`config.mk`:
```
export PLATFORM = sky130hd
export DESIGN_NAME = instruction_prefetch_buffer_flat
export DESIGN_NICKNAME = d
export VERILOG_FILES = /design/src/rtl/instruction_prefetch_buffer_if.sv /design/src/rtl/instruction_prefetch_buffer.sv /design/src/flat_wrapper.sv
export SDC_FILE = /design/constraint.sdc
export NUM_CORES = 1
export LEC_CHECK = 0
export CAP_MARGIN = 20
export CORE_MARGIN = 10
export CORE_UTILIZATION = 48
export CTS_BUF_LIST = sky130_fd_sc_hd__clkbuf_8 sky130_fd_sc_hd__clkbuf_16
export CTS_CLUSTER_SIZE = 14
export DETAILED_ROUTE_END_ITERATION = 10
export PLACE_DENSITY = 0.86
export SYNTH_ARGS = -nofsm -noshare
export SYNTH_HDL_FRONTEND = slang
export SYNTH_SLANG_ARGS = --single-unit
```
`constraint.sdc`:
```
create_clock -name clock -period 5.4 [get_ports clock]
set_clock_uncertainty 0.2 [all_clocks]
set_input_delay 1.08 -clock clock [delete_from_list [all_inputs] [get_ports clock]]
set_output_delay 1.08 -clock clock [all_outputs]
set_load 0.005 [all_outputs]
```
`src/rtl/instruction_prefetch_buffer_if.sv`:
```
// rtl/instruction_prefetch_buffer_if.sv - cache fetch and decode delivery signals of the prefetch buffer
interface instruction_prefetch_buffer_if;
  logic [31:0]  InstructionAddress;
  logic         InstructionRequest;
  logic         InstructionWait;
  logic [127:0] InstructionIn;
  logic         ChangePC;
  logic [31:0]  NewPC;
  logic         DecoderReady;
  logic         InstructionValid;
  logic [31:0]  Instruction;
  logic [31:0]  InstructionPC;

  modport master (
    output InstructionAddress, InstructionRequest, InstructionValid, Instruction, InstructionPC,
    input  InstructionWait, InstructionIn, ChangePC, NewPC, DecoderReady
  );

  modport slave (
    input  InstructionAddress, InstructionRequest, InstructionValid, Instruction, InstructionPC,
    output InstructionWait, InstructionIn, ChangePC, NewPC, DecoderReady
  );
endinterface

```
`src/rtl/instruction_prefetch_buffer.sv`:
```
// rtl/instruction_prefetch_buffer.sv - line prefetch FIFO between instruction cache and decode
// Fetches 128-bit lines, delivers one word per cycle, and flushes/restarts on PC redirects.
module instruction_prefetch_buffer #(
  parameter int unsigned DEPTH        = 2,
  parameter logic [31:0] RESET_VECTOR = 32'h0000_0000
) (
  input logic                          clock,
  input logic                          reset,
  instruction_prefetch_buffer_if.master bus
);
  localparam int unsigned PW = (DEPTH > 2) ? 2 : 1;
  localparam int unsigned CW = PW + 1;
  localparam logic [CW-1:0] DEPTH_C = CW'(DEPTH);

  localparam logic [1:0] ST_RUN   = 2'd0;
  localparam logic [1:0] ST_MISS  = 2'd1;
  localparam logic [1:0] ST_DRAIN = 2'd2;

  logic [127:0]  line_q     [DEPTH];
  logic [27:0]   lineaddr_q [DEPTH];
  logic [PW-1:0] head_q, head_d;
  logic [PW-1:0] tail_q, tail_d;
  logic [CW-1:0] count_q, count_d;
  logic [27:0]   fetch_line_q, fetch_line_d;
  logic [1:0]    rd_word_q, rd_word_d;
  logic [1:0]    state_q, state_d;
  logic [31:2]   redir_pc_q, redir_pc_d;

  logic req, fill, pop, frees, valid, not_empty;
  logic unused_newpc_bits;

  assign unused_newpc_bits = ^bus.NewPC[1:0];
  assign not_empty = (count_q != '0);

  // Outside RUN the request stays up so the refill keeps seeing a stable address.
  assign req   = (state_q != ST_RUN) || ((count_q < DEPTH_C) && !bus.ChangePC);
  assign fill  = !bus.InstructionWait &&
                 (((state_q == ST_RUN) && req) || ((state_q == ST_MISS) && !bus.ChangePC));
  assign valid = not_empty && !bus.ChangePC && (state_q != ST_DRAIN);
  assign pop   = valid && bus.DecoderReady;
  assign frees = pop && (rd_word_q == 2'd3);

  always_comb begin
    state_d      = state_q;
    head_d       = head_q;
    tail_d       = tail_q;
    fetch_line_d = fetch_line_q;
    rd_word_d    = rd_word_q;
    redir_pc_d   = redir_pc_q;

    if (pop) begin
      rd_word_d = rd_word_q + 2'd1;
      if (frees) head_d = head_q + 1'b1;
    end
    if (fill) begin
      tail_d       = tail_q + 1'b1;
      fetch_line_d = fetch_line_q + 28'd1;
    end
    count_d = count_q + CW'(fill) - CW'(frees);

    case (state_q)
      ST_RUN: begin
        if (bus.ChangePC) begin
          head_d       = '0;
          tail_d       = '0;
          count_d      = '0;
          fetch_line_d = bus.NewPC[31:4];
          rd_word_d    = bus.NewPC[3:2];
        end else if (req && bus.InstructionWait) begin
          state_d = ST_MISS;
        end
      end
      ST_MISS: begin
        if (bus.ChangePC) begin
          state_d    = ST_DRAIN;
          redir_pc_d = bus.NewPC[31:2];
          head_d     = '0;
          tail_d     = '0;
          count_d    = '0;
        end else if (!bus.InstructionWait) begin
          state_d = ST_RUN;
        end
      end
      ST_DRAIN: begin
        if (bus.ChangePC) redir_pc_d = bus.NewPC[31:2];
        // The refill completing here belongs to the abandoned stream; drop it and restart.
        if (!bus.InstructionWait) begin
          fetch_line_d = redir_pc_d[31:4];
          rd_word_d    = redir_pc_d[3:2];
          state_d      = ST_RUN;
        end
      end
      default: state_d = ST_RUN;
    endcase
  end

  always_ff @(posedge clock or negedge reset) begin
    if (!reset) begin
      head_q       <= '0;
      tail_q       <= '0;
      count_q      <= '0;
      fetch_line_q <= RESET_VECTOR[31:4];
      rd_word_q    <= RESET_VECTOR[3:2];
      state_q      <= ST_RUN;
      redir_pc_q   <= '0;
    end else begin
      head_q       <= head_d;
      tail_q       <= tail_d;
      count_q      <= count_d;
      fetch_line_q <= fetch_line_d;
      rd_word_q    <= rd_word_d;
      state_q      <= state_d;
      redir_pc_q   <= redir_pc_d;
    end
  end

  // Entry payloads need no reset: they are only observed while count_q covers them.
  always_ff @(posedge clock) begin
    if (fill) begin
      line_q[tail_q]     <= bus.InstructionIn;
      lineaddr_q[tail_q] <= fetch_line_q;
    end
  end

  assign bus.InstructionAddress = {fetch_line_q, 4'b0000};
  assign bus.InstructionRequest = req && reset;
  assign bus.InstructionValid   = valid;
  assign bus.Instruction        = not_empty ? line_q[head_q][{rd_word_q, 5'b00000} +: 32] : 32'h0;
  assign bus.InstructionPC      = not_empty ? {lineaddr_q[head_q], rd_word_q, 2'b00} : 32'h0;
endmodule

```
`src/flat_wrapper.sv`:
```
// flat-port wrapper written by rule: the top's interface ports become plain ports
module instruction_prefetch_buffer_flat 
#(
  parameter int unsigned DEPTH        = 2,
  parameter logic [31:0] RESET_VECTOR = 32'h0000_0000
)
  (clock, reset, bus_InstructionAddress, bus_InstructionRequest, bus_InstructionValid, bus_Instruction, bus_InstructionPC, bus_InstructionWait, bus_InstructionIn, bus_ChangePC, bus_NewPC, bus_DecoderReady);
  instruction_prefetch_buffer_if bus_i ();
  input logic clock;
  input logic reset;
  output wire logic [$bits(bus_i.InstructionAddress)-1:0] bus_InstructionAddress;
  output wire logic [$bits(bus_i.InstructionRequest)-1:0] bus_InstructionRequest;
  output wire logic [$bits(bus_i.InstructionValid)-1:0] bus_InstructionValid;
  output wire logic [$bits(bus_i.Instruction)-1:0] bus_Instruction;
  output wire logic [$bits(bus_i.InstructionPC)-1:0] bus_InstructionPC;
  input wire logic [$bits(bus_i.InstructionWait)-1:0] bus_InstructionWait;
  input wire logic [$bits(bus_i.InstructionIn)-1:0] bus_InstructionIn;
  input wire logic [$bits(bus_i.ChangePC)-1:0] bus_ChangePC;
  input wire logic [$bits(bus_i.NewPC)-1:0] bus_NewPC;
  input wire logic [$bits(bus_i.DecoderReady)-1:0] bus_DecoderReady;
  assign bus_InstructionAddress = bus_i.InstructionAddress;
  assign bus_InstructionRequest = bus_i.InstructionRequest;
  assign bus_InstructionValid = bus_i.InstructionValid;
  assign bus_Instruction = bus_i.Instruction;
  assign bus_InstructionPC = bus_i.InstructionPC;
  assign bus_i.InstructionWait = bus_InstructionWait;
  assign bus_i.InstructionIn = bus_InstructionIn;
  assign bus_i.ChangePC = bus_ChangePC;
  assign bus_i.NewPC = bus_NewPC;
  assign bus_i.DecoderReady = bus_DecoderReady;
  instruction_prefetch_buffer #(.DEPTH(DEPTH), .RESET_VECTOR(RESET_VECTOR)) u_core (.clock(clock), .reset(reset), .bus(bus_i));
endmodule
```
==> impl_metrics.yaml <==
run_status:
  status: "finished, final reports clean"
route:
  wl_per_cell_um: 22.3
  wirelength_mm: 36.8
  via_count: 9037
  vias_per_cell: 5.49
  drtIter0Drc: 684
  drc_errors: 0
  drtPass1Iterations: 5
  drtAntennaViolNets: 0
die:
  io_pins: 263
  die-height_um: 201
  row_count: 66
  die_w_um: 201
  core_area_sq_um: 32500
  die_area_sq_um: 40400
  start_util_pct: 48.5
worst_setup_path:
  required_ps: 4120
  r2r_start: "u_core.state_q[0]$_DFFE_PN0P_"
  worstReg2RegEnd: "u_core.line_q[1][77]$_DFFE_PP_"
  worstSetupStartpointType: "primary input"
  worstSetupEndpointType: "output port"
  endpoint: "bus_InstructionRequest"
  r2r_slack_ps: 2080
  path_max_fanout: 14
  worstSetupPathType: "in -> out"
  arrival_ps: 3050
  rr_worst_depth: 7
  cp-startpoint: "bus_ChangePC"
grt:
  grt_pass1_wl_mm: 56.8
  gr-total-overflow: 0
  met1_usage_pct: 23.0
  antenna_found_initial: 4
  grt_pass1_vias: 9458
  grt.met2_usage_pct: 29.9
  grtUsageTotal_pct: 17.8
  grt_max_degree: 99
  grtUsageMet3_pct: 4.34
  top_usage_layer: "met2"
cells_and_area:
  areaGrowthSynthToFinish_pct: 27.0
  design_area_sq_um: 20000
  nets: 1353
  multi_input_area_sq_um: 4430
  register_area_sq_um: 11000
  fillerInstances: 2336
  drive_above_1_share_pct: 15.8
  utilization_pct: 61.5
logic_synthesis:
  ys_top_cells_by_area: "edfxtp_1, dfrtp_1, mux4_2"
  ys.warnings.count: 0
  syn-cell-area_sq_um: 15700
  yosysUniqueCellTypes: 48
  synth_edf_count: 312
  yosys.area.top_type: "edfxtp_1"
  synth_common_cells: "edfxtp_1, nor2_1, mux2i_1, dfrtp_1, mux4_2"
  yosysMostFrequentCell: "edfxtp_1"
  async_flop_share_pct: 17.5
  avgSynthCellArea_sq_um: 17.2
  synth-seq-area-share_pct: 70.1
  syn_inst: 916
  synth_flop_cell: "edfxtp_1"
  yosys_register_bits: 378
  yosysTopAreaCellShare_pct: 59.6
clocking:
  cts_tree: "yes"
  clk_pin_slew_ps: 50
  clk_latency_ps: 510
  hold_buffers: 0
  post-cts-setup-buffers: 0
  ctsResizeCount: 0
  clock-sinks: 378
  cts.path.max_buffers: 3
  root_buffer: "clkbuf_16"
  numCtsBuffers: 39
  cts_max_level: 2
timing:
  fmax_mhz: 231
  rsz0062_at_grt: "false"
  max_slew_margin_pct: 30.5
  fin_crit_ps: 4330
  maxSlewViolCount: 0
  final_hold_viol_count: 0
  finalSetupTns_ps: 0
  worstMarginPinSlew_ps: 1040
  fin_crit_sh_pct: 80.2
  setup_viol: 0
placed_design:
  placed_area_sq_um: 18800
  place.gp.congestion: 0.814
  hpwl_mm: 24.3
  io_buffers: 254
power_and_ir_drop:
  total_power_mw: 9.51
  power_density_nw_per_um2: 476
  peakVddDrop_mv: 0.318
  p_leak_nw: 6.74
run:
  cap_violations: 0
hold_path:
  min-delay-path-class: "reg -> reg"
  holdPathStages: 2
-- logic make-up after synthesis --
group | count (synthesis) | synth area share (%)
mux | 171 | 16.3
fa+ha+maj | 10 | 0.796
other cells | 1 | 0.0238
simple gates | 156 | 5.23
compound gates | 99 | 3.82
xor+xnor | 31 | 1.73
buf+inv | 70 | 2.08
flops | 378 | 70.1
-- per-layer routing --
| layer | part of all wire (%) | wire [um] |
|---|---|---|
| met1 | 40 | 14700 |
| met2 | 51 | 18600 |
| met3 | 7.8 | 2860 |
| met4 | 1.8 | 648 |
| met5 | 0.024 | 9 |
-- worst min path at each step --
stage                                            from                                end  slack [ps]
global placement    u_core.redir_pc_q[24]$_DFFE_PN0P_  u_core.redir_pc_q[24]$_DFFE_PN0P_         280
floorplan           u_core.redir_pc_q[14]$_DFFE_PN0P_  u_core.fetch_line_q[10]$_DFF_PN0_         270
CTS                 u_core.redir_pc_q[14]$_DFFE_PN0P_  u_core.fetch_line_q[10]$_DFF_PN0_         300
detailed placement  u_core.redir_pc_q[15]$_DFFE_PN0P_  u_core.fetch_line_q[11]$_DFF_PN0_         290
global route         u_core.redir_pc_q[5]$_DFFE_PN0P_   u_core.redir_pc_q[5]$_DFFE_PN0P_         310
finish              u_core.redir_pc_q[15]$_DFFE_PN0P_  u_core.fetch_line_q[11]$_DFF_PN0_         300
-- registers in the layout (all words and copies together), names as in the netlist --
name	count
u_core.state_q	2
u_core.line_q	256
u_core.redir_pc_q	30
u_core.rd_word_q	2
u_core.lineaddr_q	56
u_core.head_q	1
u_core.tail_q	1
u_core.fetch_line_q	28
u_core.count_q	2
-- through the flow --
step	worst slack (ps)	hold WS (ps)	std cells
global route	902	309	1643
floorplan	-776	267	921
global placement	1240	285	1579
detailed placement	1070	291	1579
finish	1070	301	1646
CTS	1030	303	1642
-- cells in the final DEF, fill, tap and decap left out, types with 4 or more instances in the layout --
| cell | netlist | final |
|---|---|---|
| nor4_2 | 5 | 5 |
| mux2_2 | 35 | 35 |
| edfxtp_1 | 312 | 312 |
| xnor2_1 | 26 | 26 |
| clkdlybuf4s50_1 | 0 | 253 |
| nor2_1 | 79 | 78 |
| conb_1 | 1 | 6 |
| nor3_2 | 4 | 4 |
| mux4_2 | 64 | 64 |
| dfrtp_1 | 66 | 63 |
| nand2_1 | 29 | 29 |
| buf_4 | 11 | 12 |
| inv_1 | 15 | 25 |
| a21oi_1 | 16 | 16 |
| a22oi_1 | 27 | 27 |
| clkinv_1 | 0 | 6 |
| diode_2 | 0 | 4 |
| o21ai_1 | 16 | 16 |
| nor3_1 | 8 | 8 |
| ha_1 | 10 | 8 |
| o22ai_1 | 4 | 4 |
| xor2_1 | 5 | 5 |
| o21ai_0 | 27 | 27 |
| mux2i_1 | 72 | 72 |
| clkbuf_16 | 0 | 40 |
| nand3_1 | 6 | 6 |
| buf_12 | 0 | 5 |
-- area by class of cell --
type	count	area share, %
antenna	4	0.0501
sequential	378	55.2
timing repair buffer	271	13.7
multi-input combinational	473	22.2
inverter	15	0.282
clock buffer	43	5.22
tap	442	2.77
clock inverter	20	0.602
-- power breakdown --
group / switching, mW / internal [mW]
Clock: 1.02 / 1.42
Sequential: 0.561 / 3.82
Combinational: 1.22 / 1.47
Total: 2.80 / 6.71
-- worst max-delay path, stage by stage --
cell	delay (ps)
clkdlybuf4s50_1	790
o21ai_0	460
and2_1	200
clkdlybuf4s50_1	510
No activity file was read; power rests on OpenSTA's default activity.
